### src/rtl/lamp_monitor.sv
// Lamp-side conflict monitor: decodes the five crossing lamp drives into phases and
// latches the first illegal combination, order violation or dwell violation it sees.
module lamp_monitor #(
   parameter int MIN_YELLOW = 2,
   parameter int MIN_RED    = 2,
   parameter int MIN_WALK   = 6,
   parameter int MIN_CLEAR  = 6,
   parameter int MIN_GREEN  = 12,
   parameter int MAX_DWELL  = 15
) (
   input  logic       clk,
   input  logic       reset,
   input  logic       TR,
   input  logic       TY,
   input  logic       TG,
   input  logic       PR,
   input  logic       PG,
   input  logic       clr,
   output logic       fault,
   output logic [2:0] fault_code,
   output logic [2:0] phase,
   output logic [7:0] walk_count
);

   localparam logic [4:0] L_MAX_LIMIT = 5'(MAX_DWELL + 1);

   typedef enum logic [2:0] {
      S_INIT   = 3'd0,
      S_GREEN  = 3'd1,
      S_YELLOW = 3'd2,
      S_RED1   = 3'd3,
      S_WALK   = 3'd4,
      S_CLEAR  = 3'd5,
      S_RED2   = 3'd6,
      S_FAULT  = 3'd7
   } state_t;

   typedef enum logic [2:0] {
      L_G, L_Y, L_R, L_W, L_C, L_ILLEGAL
   } lamp_t;

   logic [4:0] r_lamp;
   logic       r_sampleValid;
   state_t     r_state, w_stateNext, w_target;
   logic [4:0] r_dwell, w_dwellNext, w_dwellStay, w_minDwell;
   logic       r_armed, w_armedNext;
   logic [2:0] r_faultCode, w_faultCodeNext;
   logic [7:0] r_walkCount;
   logic       w_walkInc;
   logic       w_badMove;
   lamp_t      w_code;

   // lamp_q only holds a real sample after the first edge out of reset; the tracker waits for it
   always_ff @(posedge clk or negedge reset) begin
      if (!reset) begin
         r_lamp        <= 5'd0;
         r_sampleValid <= 1'b0;
      end else begin
         r_lamp        <= {TR, TY, TG, PR, PG};
         r_sampleValid <= 1'b1;
      end
   end

   always_comb begin
      case (r_lamp)
         5'b00110: w_code = L_G;
         5'b01010: w_code = L_Y;
         5'b10010: w_code = L_R;
         5'b10001: w_code = L_W;
         5'b10000: w_code = L_C;
         default:  w_code = L_ILLEGAL;
      endcase
   end

   always_comb begin
      w_target  = r_state;
      w_badMove = 1'b0;
      case (r_state)
         S_INIT:   if (w_code == L_G) w_target = S_GREEN;
         S_GREEN:  if (w_code == L_Y) w_target = S_YELLOW; else if (w_code != L_G) w_badMove = 1'b1;
         S_YELLOW: if (w_code == L_R) w_target = S_RED1;   else if (w_code != L_Y) w_badMove = 1'b1;
         S_RED1:   if (w_code == L_W) w_target = S_WALK;   else if (w_code != L_R) w_badMove = 1'b1;
         S_WALK:   if (w_code == L_C) w_target = S_CLEAR;  else if (w_code != L_W) w_badMove = 1'b1;
         S_CLEAR:  if (w_code == L_R) w_target = S_RED2;   else if (w_code != L_C) w_badMove = 1'b1;
         S_RED2: begin
            if (w_code == L_G)      w_target  = S_GREEN;
            else if (w_code == L_W) w_target  = S_WALK;
            else if (w_code != L_R) w_badMove = 1'b1;
         end
         default: ;
      endcase
   end

   always_comb begin
      case (r_state)
         S_GREEN:        w_minDwell = r_armed ? 5'(MIN_GREEN) : 5'd0;
         S_YELLOW:       w_minDwell = 5'(MIN_YELLOW);
         S_RED1, S_RED2: w_minDwell = 5'(MIN_RED);
         S_WALK:         w_minDwell = 5'(MIN_WALK);
         S_CLEAR:        w_minDwell = 5'(MIN_CLEAR);
         default:        w_minDwell = 5'd0;
      endcase
      w_dwellStay = (r_dwell == 5'd31) ? r_dwell : r_dwell + 5'd1;
   end

   // Fault checks in priority order; the first hit parks the tracker in FAULT
   always_comb begin
      w_stateNext     = r_state;
      w_dwellNext     = r_dwell;
      w_armedNext     = r_armed;
      w_faultCodeNext = r_faultCode;
      w_walkInc       = 1'b0;
      if (!r_sampleValid) begin
         w_stateNext = r_state;
      end else if (r_state == S_FAULT) begin
         if (clr) begin
            w_stateNext     = S_INIT;
            w_dwellNext     = 5'd0;
            w_armedNext     = 1'b0;
            w_faultCodeNext = 3'd0;
         end
      end else if (w_code == L_ILLEGAL) begin
         w_stateNext     = S_FAULT;
         w_faultCodeNext = 3'd1;
      end else if (w_badMove) begin
         w_stateNext     = S_FAULT;
         w_faultCodeNext = 3'd2;
      end else if (w_target != r_state && r_dwell < w_minDwell) begin
         w_stateNext     = S_FAULT;
         w_faultCodeNext = 3'd3;
      end else if (w_target == r_state && r_state != S_INIT && r_state != S_GREEN
                   && w_dwellStay >= L_MAX_LIMIT) begin
         w_stateNext     = S_FAULT;
         w_faultCodeNext = 3'd4;
      end else begin
         w_stateNext = w_target;
         if (w_target != r_state) begin
            w_dwellNext = 5'd1;
            if (w_target == S_GREEN) w_armedNext = (r_state == S_RED2);
            w_walkInc = (r_state == S_CLEAR);
         end else if (r_state != S_INIT) begin
            w_dwellNext = w_dwellStay;
         end
      end
   end

   always_ff @(posedge clk or negedge reset) begin
      if (!reset) begin
         r_state     <= S_INIT;
         r_dwell     <= 5'd0;
         r_armed     <= 1'b0;
         r_faultCode <= 3'd0;
         r_walkCount <= 8'd0;
      end else begin
         r_state     <= w_stateNext;
         r_dwell     <= w_dwellNext;
         r_armed     <= w_armedNext;
         r_faultCode <= w_faultCodeNext;
         if (w_walkInc) r_walkCount <= r_walkCount + 8'd1;
      end
   end

   assign fault      = (r_state == S_FAULT);
   assign fault_code = r_faultCode;
   assign phase      = r_state;
   assign walk_count = r_walkCount;

endmodule

### config.mk
export PLATFORM = sky130hd
export DESIGN_NAME = lamp_monitor
export DESIGN_NICKNAME = d
export VERILOG_FILES = /design/src/rtl/lamp_monitor.sv
export SDC_FILE = /design/constraint.sdc
export NUM_CORES = 1
export LEC_CHECK = 0
export ABC_AREA = 1
export BUFFER_PORTS_ARGS = -buffer_cell sky130_fd_sc_hd__buf_2
export CORE_ASPECT_RATIO = 1.25
export CORE_MARGIN = 5
export CORE_UTILIZATION = 45
export CTS_BUF_LIST = sky130_fd_sc_hd__clkbuf_4 sky130_fd_sc_hd__clkbuf_8
export DETAILED_ROUTE_END_ITERATION = 12
export HOLD_SLACK_MARGIN = 0.15
export PLACE_DENSITY = 0.7
export SLEW_MARGIN = 10
export SYNTH_ARGS = -nofsm -noshare
export SYNTH_HDL_FRONTEND = slang
export SYNTH_SLANG_ARGS = --single-unit
### constraint.sdc
create_clock -name clk -period 2 [get_ports clk]
set_input_delay 0.3 -clock clk [delete_from_list [all_inputs] [get_ports clk]]
set_output_delay 0.3 -clock clk [all_outputs]
set_load 0.1 [all_outputs]
# Yosys cells after proc, flatten, opt, wreduce, memory -nomap -nowiden
# Cells that the tools add are included.
[word_totals]
input_bits = 8
ff_bits = 26
word_cells = 118
[op_classes]
muxes = 58
addsub = 2
n_reduce_logical = 18
n_eq_ne = 31
magnitude_cmp = 2
[op_table]
columns = ["op", "count"]
rows = [
  ["$mux 3", 18],
  ["$mux 5", 9],
  ["$mux 1", 26],
  ["$pmux 3 s7", 1],
  ["$eq 5x5->1 const B", 4],
  ["$eq 3x3->1 const B", 6],
  ["$pmux 3 s5", 1],
  ["$eq 3x2->1 const B", 4],
  ["$pmux 4 s3", 1],
  ["$ne 2x2->1 const B", 5],
  ["$eq 3x1->1 const B", 3],
  ["$reduce_bool 3->1", 3],
  ["$add 8x1->8 const B", 1],
  ["$reduce_and 8->1", 1],
  ["$reduce_and 7->1", 1],
  ["$logic_not 3->1", 2],
  ["$ne 3x1->1 const B", 2],
  ["$ne 3x2->1 const B", 2],
  ["$pmux 1 s6", 1],
  ["$add 5x1->5 const B", 1],
  ["$eq 5x3->1 const B", 1],
  ["$eq 5x4->1 const B", 1],
  ["$ge 5x5->1 const B", 1],
  ["$lt 5x5->1", 1],
  ["11 further kinds", 15],
]

# Depth between registers and ports, before layout
[depth]
depth_word = 16
ltp_mapped = 17
ltp_nobuf = 16

# Worst setup path after synthesis
# No wires, ideal clock.
[synth_path]
path_type = "register to register"
startpoint = "reg r_state[2] (netlist: phase[2])"
endpoint = "reg r_faultCode[0] (netlist: fault_code[0])"
arrival_time_ps = 2651
stages_incl_launch_ff = 10
path_buffers = 2
setup_slack_ps = -772
required_ps = 1879
setup_time_ps = 121
cell_sequence = "dfrtp_1 > buf_2 > nand3_1 > buf_2 > inv_1 > nor2_1 > nand3_1 > nand2_1 > nand3_1 > nand2_1"
[synth_rtl]
columns = ["item", "line_no", "rtl"]
rows = [
  ["start, declared", "44", "state_t r_state, w_stateNext, w_target;"],
  ["start signal, assigned", "155", "r_state <= w_stateNext;"],
  ["$eq 3x3->1 (*)", "--", ""],
  ["via fault", "19", "output logic fault,"],
  ["$reduce_bool 5->1 (no source line) or $ne 2x2->1 (tied branches)", "--", ""],
  ["$reduce_and 3->1 (no source line)", "--", ""],
  ["end signal, assigned", "158", "r_faultCode <= w_faultCodeNext;"],
  ["end, declared", "47", "logic [2:0] r_faultCode, w_faultCodeNext;"],
]
# The timed path passes the listed nets; every way through them passes the cells marked *.
# A chain may end at the register's enable or synchronous reset.

# Worst setup path in the final report
[layout_path]
startpoint = "reg r_lamp[2]"
endpoint = "reg r_dwell[4]"
[layout_via]
elab_chain_len = 13
[layout_rtl]
columns = ["item", "line_no", "rtl"]
rows = [
  ["start, declared", "42", "logic [4:0] r_lamp;"],
  ["start signal, assigned", "59", "r_lamp <= {TR, TY, TG, PR, PG};"],
  ["$eq 5x5->1 (tied with other cells)", "65", "case (r_lamp)"],
  ["$pmux 3 s5 (*)", "65", ""],
  ["$eq 3x2->1", "82, 87", ""],
  ["$mux 3", "82, 87", ""],
  ["$mux 3", "86", "if (w_code == L_G) w_target = S_GREEN;"],
  ["$pmux 3 s7", "78", "case (r_state)"],
  ["$ne 3x3->1", "128, 137", ""],
  ["$mux 5", "137", "if (w_target != r_state) begin"],
  ["$mux 5", "131", "end else if (w_target == r_state && r_state != S_INIT && r_state != S_GREEN"],
  ["$mux 5", "128", "end else if (w_target != r_state && r_dwell < w_minDwell) begin"],
  ["$mux 5", "125", "end else if (w_badMove) begin"],
  ["$mux 5", "122", "end else if (w_code == L_ILLEGAL) begin"],
  ["$mux 5", "115", "end else if (r_state == S_FAULT) begin"],
  ["end signal, assigned", "156", "r_dwell <= w_dwellNext;"],
  ["end, declared", "45", "logic [4:0] r_dwell, w_dwellNext, w_dwellStay, w_minDwell;"],
]
# Mark *: on every way between the ends. The rest lies on a longest branch, timed or not. The select of a mux whose other input is x is not followed.

==> flow_metrics.py <==
metrics = {
    "status": {
        "status": "complete, but fails checks",
        "violations": "setup timing",
    },
    "grt": {
        "antenna_found_initial": 0,
        "grt_max_degree": 27,
        "grt_pass1_vias": 1877,
        "grt_use_total_pct": 18.10,
        "grt_pass1_wl_um": 7928,
        "grt-ovfl-total": 0,
    },
    "clock_network": {
        "cts_made_buffers": 3,
        "cts_tree": "built",
        "htreeDepth": 1,
        "clock_latency_ns": 0.28,
        "path_clk_slew_ns": 0.09,
        "cts_buffer_depth": 2,
        "root_buffer": "clkbuf_8",
        "clock_sinks": 26,
    },
    "yosys": {
        "yosysSeqAreaShare_pct": 34.08,
        "yosysUniqueCellTypes": 31,
        "synth_area_mm2": 0.001909,
        "ys_ff_latch": 26,
        "synthArstFlopShare_pct": 100.0,
        "syn-mean-instance-area_um2": 7.124,
        "netlist_instances": 268,
        "syn_nets": 280,
        "synthFlopType": "dfrtp_1",
        "synth_edf_count": 0,
        "yosys_warnings": 0,
    },
    "route": {
        "wl_per_cell_um": 13.56,
        "routed_wl_um": 5370,
        "ant_nets": 0,
        "dr.pass1.iters": 4,
        "vias_per_cell": 5.056,
        "vias": 2002,
        "drc": 0,
        "drtIter0Drc": 73,
    },
    "timing": {
        "hold_violations": 0,
        "finClkSkew_ns": 0.002257,
        "grt_setup_unrepaired": "yes",
        "finalMaxSlewViolations": 0,
        "clock.fmax_mhz": 488.2,
        "period_share_pct": 102.4,
        "setup_slack_ns": -0.04821,
        "worstMarginPinSlew_ns": 0.6204,
        "period_needed_ns": 2.048,
        "maxSlewHeadroom_pct": 58.64,
        "setup_viol": 11,
    },
    "layout": {
        "drive_gt1_share_pct": 42.94,
        "syn_to_final_growth_pct": 47.38,
        "nets": 353,
        "antennaDiodeCount": 0,
    },
    "place": {
        "pre_cts_ws_ns": -0.1280,
        "dp_hpwl_um": 3569,
        "portBuffers": 22,
        "globalplace.congestion": 0.9220,
    },
    "hold_path": {
        "min_from": "clr",
        "min_to": "phase[1]",
        "holdCritPathClass": "in2reg",
        "hold_depth": 5,
    },
    "floorplanning": {
        "ios": 23,
        "fp.dieW_um": 68.26,
        "core_area_mm2": 0.004099,
        "rows": 26,
        "start_util_pct": 46.58,
        "die_area_mm2": 0.005654,
        "fp.dieH_um": 82.83,
    },
    "power_and_ir_drop": {
        "power_per_cell_area_mw_per_mm2": 1155,
        "vdd_ir_drop_max_uv": 762.0,
        "power.share.sequential_pct": 22.4,
        "switchingPower_uw": 1590,
        "swShare_pct": 48.93,
        "pwr-share-comb_pct": 66.6,
        "finalPower_uw": 3249,
        "p_leak_uw": 0.001431,
        "p_int_uw": 1659,
        "p_clk_share_pct": 11.0,
    },
    "worst_setup_path": {
        "path_class": "reg2reg",
        "r2r-start": "r_lamp[2]",
        "crit_fanout": 5,
        "reg2reg_slack_ns": -0.05,
        "reg2reg_depth": 15,
        "reg2reg_to": "r_dwell[4]",
        "endpoint_kind": "flop",
        "arrival_ns": 2.27,
        "cp-start-kind": "flop",
        "worstPathRequired_ns": 2.22,
    },
    "flow_run": {
        "cap_violations": 0,
    },
}
per-layer routing:
layer	share of wire, %	up-vias	GRT usage [%]
li1	-	1006	-
met1	41	940	20.72
met4	2.8	0	7.957
met2	54	45	31.58
met5	0	-	0
met3	2.8	11	3.108
kinds of logic after synthesis:
kind of cell    Yosys count  share of synthesized area (%)
simple gates            171                          43.97
buf+inv                  41                          9.371
flops                    26                          34.08
compound gates           17                          5.636
xor+xnor                  7                          3.604
fa+ha+maj                 4                          2.621
other cells               1                         0.1964
mux                       1                         0.5243
cell usage after synthesis (4+ instances only):
master,number,area share [%]
nand4_1,17,5.6
nand3_2,4,2.1
nor2_2,5,1.6
nand2_1,84,17
inv_1,31,6.1
xnor2_1,5,2.3
dfrtp_1,26,34
ha_1,4,2.6
nand3_1,23,6.0
a21oi_1,5,1.3
nor2_1,23,4.5
nand2_2,4,1.3
inv_2,5,0.98
cells in the final DEF (no fill, tap or decap), drive strengths merged:
cell         count
a21boi           1
dlygate4sd3      6
or2              2
inv             35
xnor2            6
nand2           89
nand4           17
o21ai            8
clkbuf           5
nand3           31
nor3             2
nor2            31
xor2             1
a31oi            1
dfrtp           26
a21oi            5
clkinvlp         1
conb             1
o21bai           1
ha               4
mux2i            1
o22ai            1
buf             65
state kept, by name, summed over array words and instances (netlist names):
signal and flops:
fault_code 3, phase 3, r_armed 1, r_sampleValid 1, r_dwell 5, r_lamp 5
walk_count 8
critical path: stages (launching register included):
cell and delay (ns):
dfrtp_1 0.41, buf_4 0.16, nand2_1 0.09, nor2_2 0.14, nand2_2 0.11, buf_4 0.16, nand4_1 0.16, nand2_1 0.08
inv_1 0.06, nand2_1 0.09, inv_1 0.07, nand2_1 0.06, inv_2 0.10, buf_4 0.12, nand4_1 0.10, nand2_1 0.08
power groups by stage:
stage	Clock, µW	Sequential, µW	Combinational [µW]
floorplan	0	962	900
global placement	0	713	1690
detailed placement	0	715	1710
CTS	363	708	1810
global route	378	741	2320
finish	357	728	2170
timing repair:
item / in CTS / in global routing
endpoints found under the hold margin: 31 / 0
setup endpoints to repair: 19 / 20
hold buffers: 6 / 0
pin swaps: 9 / 20
setup buffers: 2 / 5
cloned: 1 / 1
gates resized for setup: 10 / 51
metrics by stage:
stage,hold slack [ns],util [%],setup TNS (ns),std cells,cell area [µm²]
6_report,0.4502,68.65,-0.2442,396,2814
5_1_grt,0.4868,68.65,-2.606,396,2814
4_1_cts,0.4393,62.09,-0.6437,390,2545
3_5_place_dp,0.3498,57.94,-1.306,377,2375
3_3_place_gp,0.3430,57.94,-0.4932,377,2375
2_1_floorplan,0.004409,-,-5.103,268,1947
cell type report:
cell class / instances / area, µm²
Fill cell: 338 / 1285
Tap cell: 56 / 70.07
Sequential cell: 26 / 660.6
Multi-Input combinational cell: 202 / 1316
Inverter: 36 / 143.9
Clock buffer: 4 / 55.05
Timing Repair Buffer: 72 / 568.0
worst max path at each step:
stage                          endpoint  slack, ns  cells past startpoint  startpoint
after floorplan           walk_count[0]      -0.33                     15    phase[1]
after global placement    walk_count[7]      -0.06                     11    phase[1]
after detailed placement     r_dwell[2]      -0.13                     12    phase[1]
after CTS                    r_dwell[2]      -0.07                     15    phase[1]
after global routing         r_dwell[4]      -0.20                     15   r_lamp[3]
final                        r_dwell[4]      -0.05                     15   r_lamp[2]
Power figures use the tool's default switching activity.
